File: src/rtl/quarter_sin_ram.sv
// quarter_sin_ram
// Sine/cosine lookup for the mixer. A quarter-wave magnitude table is held in
// a RAM with one write port and two read paths. Full-cycle signed sin and cos
// are rebuilt from quadrant symmetry. The pipeline streams one phase per clock.
//
// Parameters
//   PHASE_W   : full-cycle phase width, 2^PHASE_W points per cycle (>= 3)
//   RAM_WIDTH : signed output width; table entries are RAM_WIDTH-1 bits
//   OUT_REG   : 1 adds an output register stage
//   INIT_FILE : hex image for the quarter table, "" leaves it unloaded
//
// Ports
//   clk        : clock, rising edge
//   i_rst_n    : asynchronous active-low reset (table contents are kept)
//   i_wr_en    : table write enable
//   i_wr_addr  : table write address
//   i_wr_data  : unsigned magnitude to write
//   i_valid    : phase sample valid
//   i_phase    : phase index
//   o_valid    : output sample valid, 2+OUT_REG cycles after i_valid
//   o_sin      : signed sin of (phase+0.5)
//   o_cos      : signed cos of (phase+0.5)
module quarter_sin_ram #(
    parameter int    PHASE_W   = 7,
    parameter int    RAM_WIDTH = 8,
    parameter bit    OUT_REG   = 1'b1,
    parameter string INIT_FILE = ""
) (
    input  logic                        clk,
    input  logic                        i_rst_n,
    input  logic                        i_wr_en,
    input  logic [PHASE_W-3:0]          i_wr_addr,
    input  logic [RAM_WIDTH-2:0]        i_wr_data,
    input  logic                        i_valid,
    input  logic [PHASE_W-1:0]          i_phase,
    output logic                        o_valid,
    output logic signed [RAM_WIDTH-1:0] o_sin,
    output logic signed [RAM_WIDTH-1:0] o_cos
);

    localparam int K_W = PHASE_W - 2;
    localparam int Q   = 1 << K_W;

    logic [RAM_WIDTH-2:0] mem [Q];

    initial begin
        for (int i = 0; i < Q; i++) begin
            mem[i] = '0;
        end
    end

    // Reads in the same edge see the old contents (read-first).
    always @(posedge clk) begin
        if (i_wr_en) begin
            mem[i_wr_addr] <= i_wr_data;
        end
    end

    // Quadrant decode. Cos is sin advanced by one quadrant, so its mirror
    // and sign rules are the sin rules applied to quad+1.
    logic [1:0]     quad;
    logic [K_W-1:0] k;
    logic [K_W-1:0] sin_addr;
    logic [K_W-1:0] cos_addr;
    logic           sin_neg;
    logic           cos_neg;

    assign quad     = i_phase[PHASE_W-1 -: 2];
    assign k        = i_phase[K_W-1:0];
    assign sin_addr = quad[0] ? ~k : k;
    assign cos_addr = quad[0] ? k : ~k;
    assign sin_neg  = quad[1];
    assign cos_neg  = quad[1] ^ quad[0];

    // Stage 1: registered RAM reads. Data registers carry no reset so the
    // read path can map onto block RAM output registers.
    logic                 v1;
    logic [RAM_WIDTH-2:0] mag_s1;
    logic [RAM_WIDTH-2:0] mag_c1;
    logic                 neg_s1;
    logic                 neg_c1;

    always_ff @(posedge clk or negedge i_rst_n) begin
        if (!i_rst_n) begin
            v1 <= 1'b0;
        end else begin
            v1 <= i_valid;
        end
    end

    always_ff @(posedge clk) begin
        if (i_valid) begin
            mag_s1 <= mem[sin_addr];
            mag_c1 <= mem[cos_addr];
            neg_s1 <= sin_neg;
            neg_c1 <= cos_neg;
        end
    end

    // Stage 2: apply sign. Magnitudes never exceed 2^(RAM_WIDTH-1)-1, so
    // the negation cannot overflow.
    logic                        v2;
    logic signed [RAM_WIDTH-1:0] ext_s;
    logic signed [RAM_WIDTH-1:0] ext_c;
    logic signed [RAM_WIDTH-1:0] sin_s2;
    logic signed [RAM_WIDTH-1:0] cos_s2;

    assign ext_s = {1'b0, mag_s1};
    assign ext_c = {1'b0, mag_c1};

    always_ff @(posedge clk or negedge i_rst_n) begin
        if (!i_rst_n) begin
            v2     <= 1'b0;
            sin_s2 <= '0;
            cos_s2 <= '0;
        end else begin
            v2 <= v1;
            if (v1) begin
                sin_s2 <= neg_s1 ? -ext_s : ext_s;
                cos_s2 <= neg_c1 ? -ext_c : ext_c;
            end
        end
    end

    // Stage 3: optional output register.
    generate
        if (OUT_REG) begin : g_out_reg
            logic                        v3;
            logic signed [RAM_WIDTH-1:0] sin_s3;
            logic signed [RAM_WIDTH-1:0] cos_s3;

            always_ff @(posedge clk or negedge i_rst_n) begin
                if (!i_rst_n) begin
                    v3     <= 1'b0;
                    sin_s3 <= '0;
                    cos_s3 <= '0;
                end else begin
                    v3 <= v2;
                    if (v2) begin
                        sin_s3 <= sin_s2;
                        cos_s3 <= cos_s2;
                    end
                end
            end

            assign o_valid = v3;
            assign o_sin   = sin_s3;
            assign o_cos   = cos_s3;
        end else begin : g_no_out_reg
            assign o_valid = v2;
            assign o_sin   = sin_s2;
            assign o_cos   = cos_s2;
        end
    endgenerate

endmodule

File: config.mk
export PLATFORM = sky130hd
export DESIGN_NAME = quarter_sin_ram
export DESIGN_NICKNAME = d
export VERILOG_FILES = /design/src/rtl/quarter_sin_ram.sv
export SDC_FILE = /design/constraint.sdc
export NUM_CORES = 1
export LEC_CHECK = 0
export CAP_MARGIN = 10
export CORE_MARGIN = 4
export CORE_UTILIZATION = 40
export CTS_BUF_LIST = sky130_fd_sc_hd__clkbuf_4 sky130_fd_sc_hd__clkbuf_8
export DETAILED_ROUTE_END_ITERATION = 12
export DONT_BUFFER_PORTS = 1
export PLACE_DENSITY_LB_ADDON = 0.12
export SKIP_LAST_GASP = 1
export SYNTH_ARGS = -nofsm -noshare
export SYNTH_HDL_FRONTEND = slang
export SYNTH_SLANG_ARGS = --single-unit
File: constraint.sdc
create_clock -name clk -period 2.29 [get_ports clk]
set_input_delay 0.229 -clock clk [delete_from_list [all_inputs] [get_ports clk]]
set_output_delay 0.229 -clock clk [all_outputs]
set_load 0.005 [all_outputs]
Word-level counts from Yosys, hierarchy flattened
Memories as Yosys holds them, arrays and structs flattened. A register that Yosys moved wholly into a read port is not among the register bits.
Cells that the tools add are included.

storage, ports and cells
  memory bits (writable) = 224
  bits in registers = 37
  output and inout port bits = 17
  memories kept = 1
  logic and storage cells = 20
  input bits = 23

operators by class
  add/subtract/negate cells = 2
  muxes and demuxes = 6
  bitwise gates (word level) = 2

memory list
  name  words  width  read ports  clocked after memory_dff  write ports  line  text
  mem   32     7      2           2                         1            44    logic [RAM_WIDTH-2:0] mem [Q];

operators by type and width
  cell                              count
  8-bit two-way mux                 2
  7-bit negation with 8-bit output  2
  5-bit two-way mux                 2
  5-bit NOT                         1
  1-bit two-way mux                 2
  1-bit bitwise XOR                 1

Logic depth before layout (Yosys ltp)
Gate-level depths: netlist of run 1.

  depth after elaboration = 2
  mapped depth = 9
  depth with buffers taken out = 6

Worst setup path after synthesis of run 1
Ideal clock, no wire load.

  path kind = in2reg
  from = input port i_phase[0]
  to = register mag_s1[6], read port of mem (data pin)
  setup slack = 0.462 ns
  cell stages on the path = 8
  required time = 2.023 ns
  buffers on the path = 3
  arrival time = 1.561 ns
  path through = buf_6 > buf_6 > buf_4 > mux2_2 > o22ai_1 > nor3_1 > a211oi_1 > nor4_2

between the ends
  longest elaborated chain between the ends = 2

RTL lines
  item                 line  text
  from (decl)          35    input logic [PHASE_W-1:0] i_phase,
  5-bit NOT            70    assign sin_addr = quad[0] ? ~k : k;
  5-bit two-way mux *  70
  to (decl)            78    logic [RAM_WIDTH-2:0] mag_s1;

Mark *: on every way between the ends. The rest lies on a longest branch, timed or not.
A chain may end at the register's enable or synchronous reset.

Final worst setup path of run 1
  from = input port i_wr_addr[4]
  to = memory mem[4][2] in the netlist's numbering (enable)

RTL lines
  item         line  text
  from (decl)  32    input logic [PHASE_W-3:0] i_wr_addr,
  to (decl)    44

Straight into the memory's write port.

==> run metrics, run 1 <==
RSZ-0062 raised after global routing=false; WL final=42.1 mm; Final setup viols=0; syn avg cell area=13.7 µm²; Setup crit end kind=register; Core ar.=36500 µm²; first-pass GRT wire length=62.7 mm; die area=40100 µm²; FF-to-FF path depth=5; Post-synth EDFFs=240; vias in the first global route=9419; pin count of the biggest net entering global routing=183; layout cell share with drive strength beyond 1=0.269; Placer Congestion=0.891; Sink Count=275; fillers=3252; count of final max-slew check failures=0; Synth Cell Area=14800 µm²; I/O pin total=40; final hold viol count=0; CTS Buf Count=49; CTS root buffer=clkbuf_8; dominant cells by area after synthesis=edfxtp_1 (49%), mux2_2 (8.2%), mux4_2 (6.6%), dfrtp_1 (5.9%), mux2i_1 (5.7%); cell row count=70; Hold WC Path Type=input pin to async pin; syn_nets=1106; initial DRC count=785; Reg-to-Reg Start=mem[5][6]; Netlist cell types=68; reg2reg setup slack=0.32 ns; worst-margin pin slew=0.942 ns; FF+latch count, synth=275; Slew HR=0.370; Vias=9615; clock-pin slew on the worst setup and hold paths=0.06 ns; cells after synthesis=1081; reg2reg end=mag_s1[6]; vias per cell=5.91; Critical Path RT=2.61 ns; LEAKAGE=0.00569 µW; initial antenna violation count=2; Async SR Flop Fraction=0.127; Critical Path End=mem[4][2]; Max Buffers Root-to-Sink=3; Seq/Total Area, Yosys=0.547; first drt pass iteration count=5; DRC viols=0; final worst-path cycle share=0.870; Post-synth top cells=edfxtp_1 (240), mux2_2 (108), nor2_1 (98); final net count=1145; clk_lat worst skew=0.61 ns; routed length per instance=25.9 µm; setup TNS=0 ns; Port Buffers=0; CP Launch Type=input pin; classification of the worst setup path=input pin to register; post-cts sizing count=0; all-layer global routing usage=0.206; Post-CTS Setup Bufs=0; Starting Density=0.404; peak supply drop=0.368 mV; crit path time final=1.99 ns; Crit. Startpoint=i_wr_addr[4]; Die Span Y=200 µm; most common cell in the synthesized netlist=edfxtp_1; die width=200 µm; Max Clk Rate=502 MHz; worst setup margin=0.298 ns; pre-CTS setup slack=0.161 ns; Crit Path Max Fanout=8; Yosys top cell area share=0.488; CTS tree=built; GR Overflow Total=0; number of max-cap violations=0; Main synth FF type=edfxtp_1; Antenna Nets Post-Route=0; skew final=0.0237 ns; H-tree depth=2; Synth Warn #=0; Syn-to-layout area delta=11.6%; HPWL after detailed placement=27.8 mm; area leader, netlist=edfxtp_1; PD cells=716 nW/µm²; status=completed; CP arrival=2.31 ns
[through the flow]
step | util | cell area [µm²] | hold slack (ns) | std cells | power, µW
after global routing | 0.451 | 16500 | 0.0480 | 1625 | 12300
after floorplan | - | 14800 | -0.0666 | 1081 | 6910
final | 0.451 | 16500 | 0.0618 | 1626 | 11800
after CTS | 0.451 | 16500 | 0.00222 | 1624 | 11900
after detailed placement | 0.415 | 15200 | -0.0658 | 1513 | 7090
after global placement | 0.415 | 15200 | -0.0658 | 1513 | 7080
[critical path, stage by stage]
cell and delay, ns:
dlygate4sd3_1 0.56, or3b_2 0.51, dlygate4sd3_1 0.59, nor2_1 0.21, buf_4 0.20
[logic make-up after synthesis]
| group | Yosys count | share of synthesized area |
|---|---|---|
| xor+xnor | 11 | 0.00652 |
| mux | 242 | 0.210 |
| compound gates | 183 | 0.0963 |
| buf+inv | 94 | 0.0434 |
| fa+ha+maj | 2 | 0.00169 |
| flops | 275 | 0.547 |
| simple gates | 274 | 0.0948 |
[layout by cell type (no fill, tap or decap), types with 8 or more instances in the layout]
| cell | n |
|---|---|
| buf_12 | 11 |
| mux2i_1 | 84 |
| o21ai_1 | 12 |
| xor2_1 | 9 |
| dlygate4sd3_1 | 16 |
| clkbuf_4 | 15 |
| dfrtp_1 | 35 |
| edfxtp_1 | 240 |
| a22oi_1 | 9 |
| nor2_1 | 98 |
| o211ai_1 | 10 |
| mux2_2 | 108 |
| buf_4 | 47 |
| a221oi_1 | 13 |
| mux4_2 | 43 |
| or3_1 | 11 |
| clkinv_1 | 8 |
| nand2_1 | 83 |
| clkbuf_8 | 54 |
| o221ai_1 | 46 |
| o22ai_1 | 22 |
| nand3_1 | 12 |
| a21oi_1 | 30 |
[flip-flops by register name (all words and copies together) (netlist names)]
register	count
o_sin	8
o_cos	8
v1	1
neg_s1	1
mag_c1	7
mag_s1	7
mem	224
sin_s2	8
o_valid	1
v2	1
neg_c1	1
cos_s2	8
[final cells by class]
class	count	area, µm²	area share
clock inverters	18	138	0.00835
well taps	468	586	0.0355
repair buffers	74	733	0.0445
diodes	2	5.00	0.000304
clock buffers	69	856	0.0519
inverters	8	30.0	0.00182
multi-input cells	712	6050	0.367
flip-flops and latches	275	8080	0.491
[how the worst min path moves through the flow]
stage               slack (ns)  depth (start not counted)         to
floorplan                -0.07                          0  cos_s2[0]
global placement         -0.07                          0   o_cos[2]
detailed placement       -0.07                          0   o_cos[2]
CTS                      0.002                          2  mag_s1[6]
global route              0.05                          2   o_cos[3]
finish                    0.06                          2   o_cos[1]
[power breakdown]
part,internal (µW),switching (µW),total [µW]
Sequential,5690,157,5840
Combinational,611,686,1300
Clock,2630,2030,4660
Total,8920,2870,11800
[per-layer routing]
metal	up-vias	wire, µm	GRT usage	share of wire
met4	0	903	0.0568	0.021
li1	4398	-	-	-
met5	-	0	0	0
met3	56	2180	0.0312	0.052
met1	4849	19100	0.297	0.45
met2	312	19900	0.330	0.47
[repair_timing]
item / in CTS / in global routing
hold buffers: 24 / 0
endpoints found under the hold margin: 284 / 0
setup endpoints to repair: 0 / 0
No activity file was read; power rests on OpenSTA's default activity.
==> run 2, diff against run 1 <==
==> constraint.sdc (replaced) <==
create_clock -name clk -period 2.29 [get_ports clk]
set_input_delay 0.229 -clock clk [delete_from_list [all_inputs] [get_ports clk]]
set_output_delay 0.229 -clock clk [all_outputs]
set_load 0.02 [all_outputs]
==> results of run 2 <==
The final DEF is identical to that of run 1. Status: completed.
Main changes from that run: total power 11800 µW -> 11900 µW
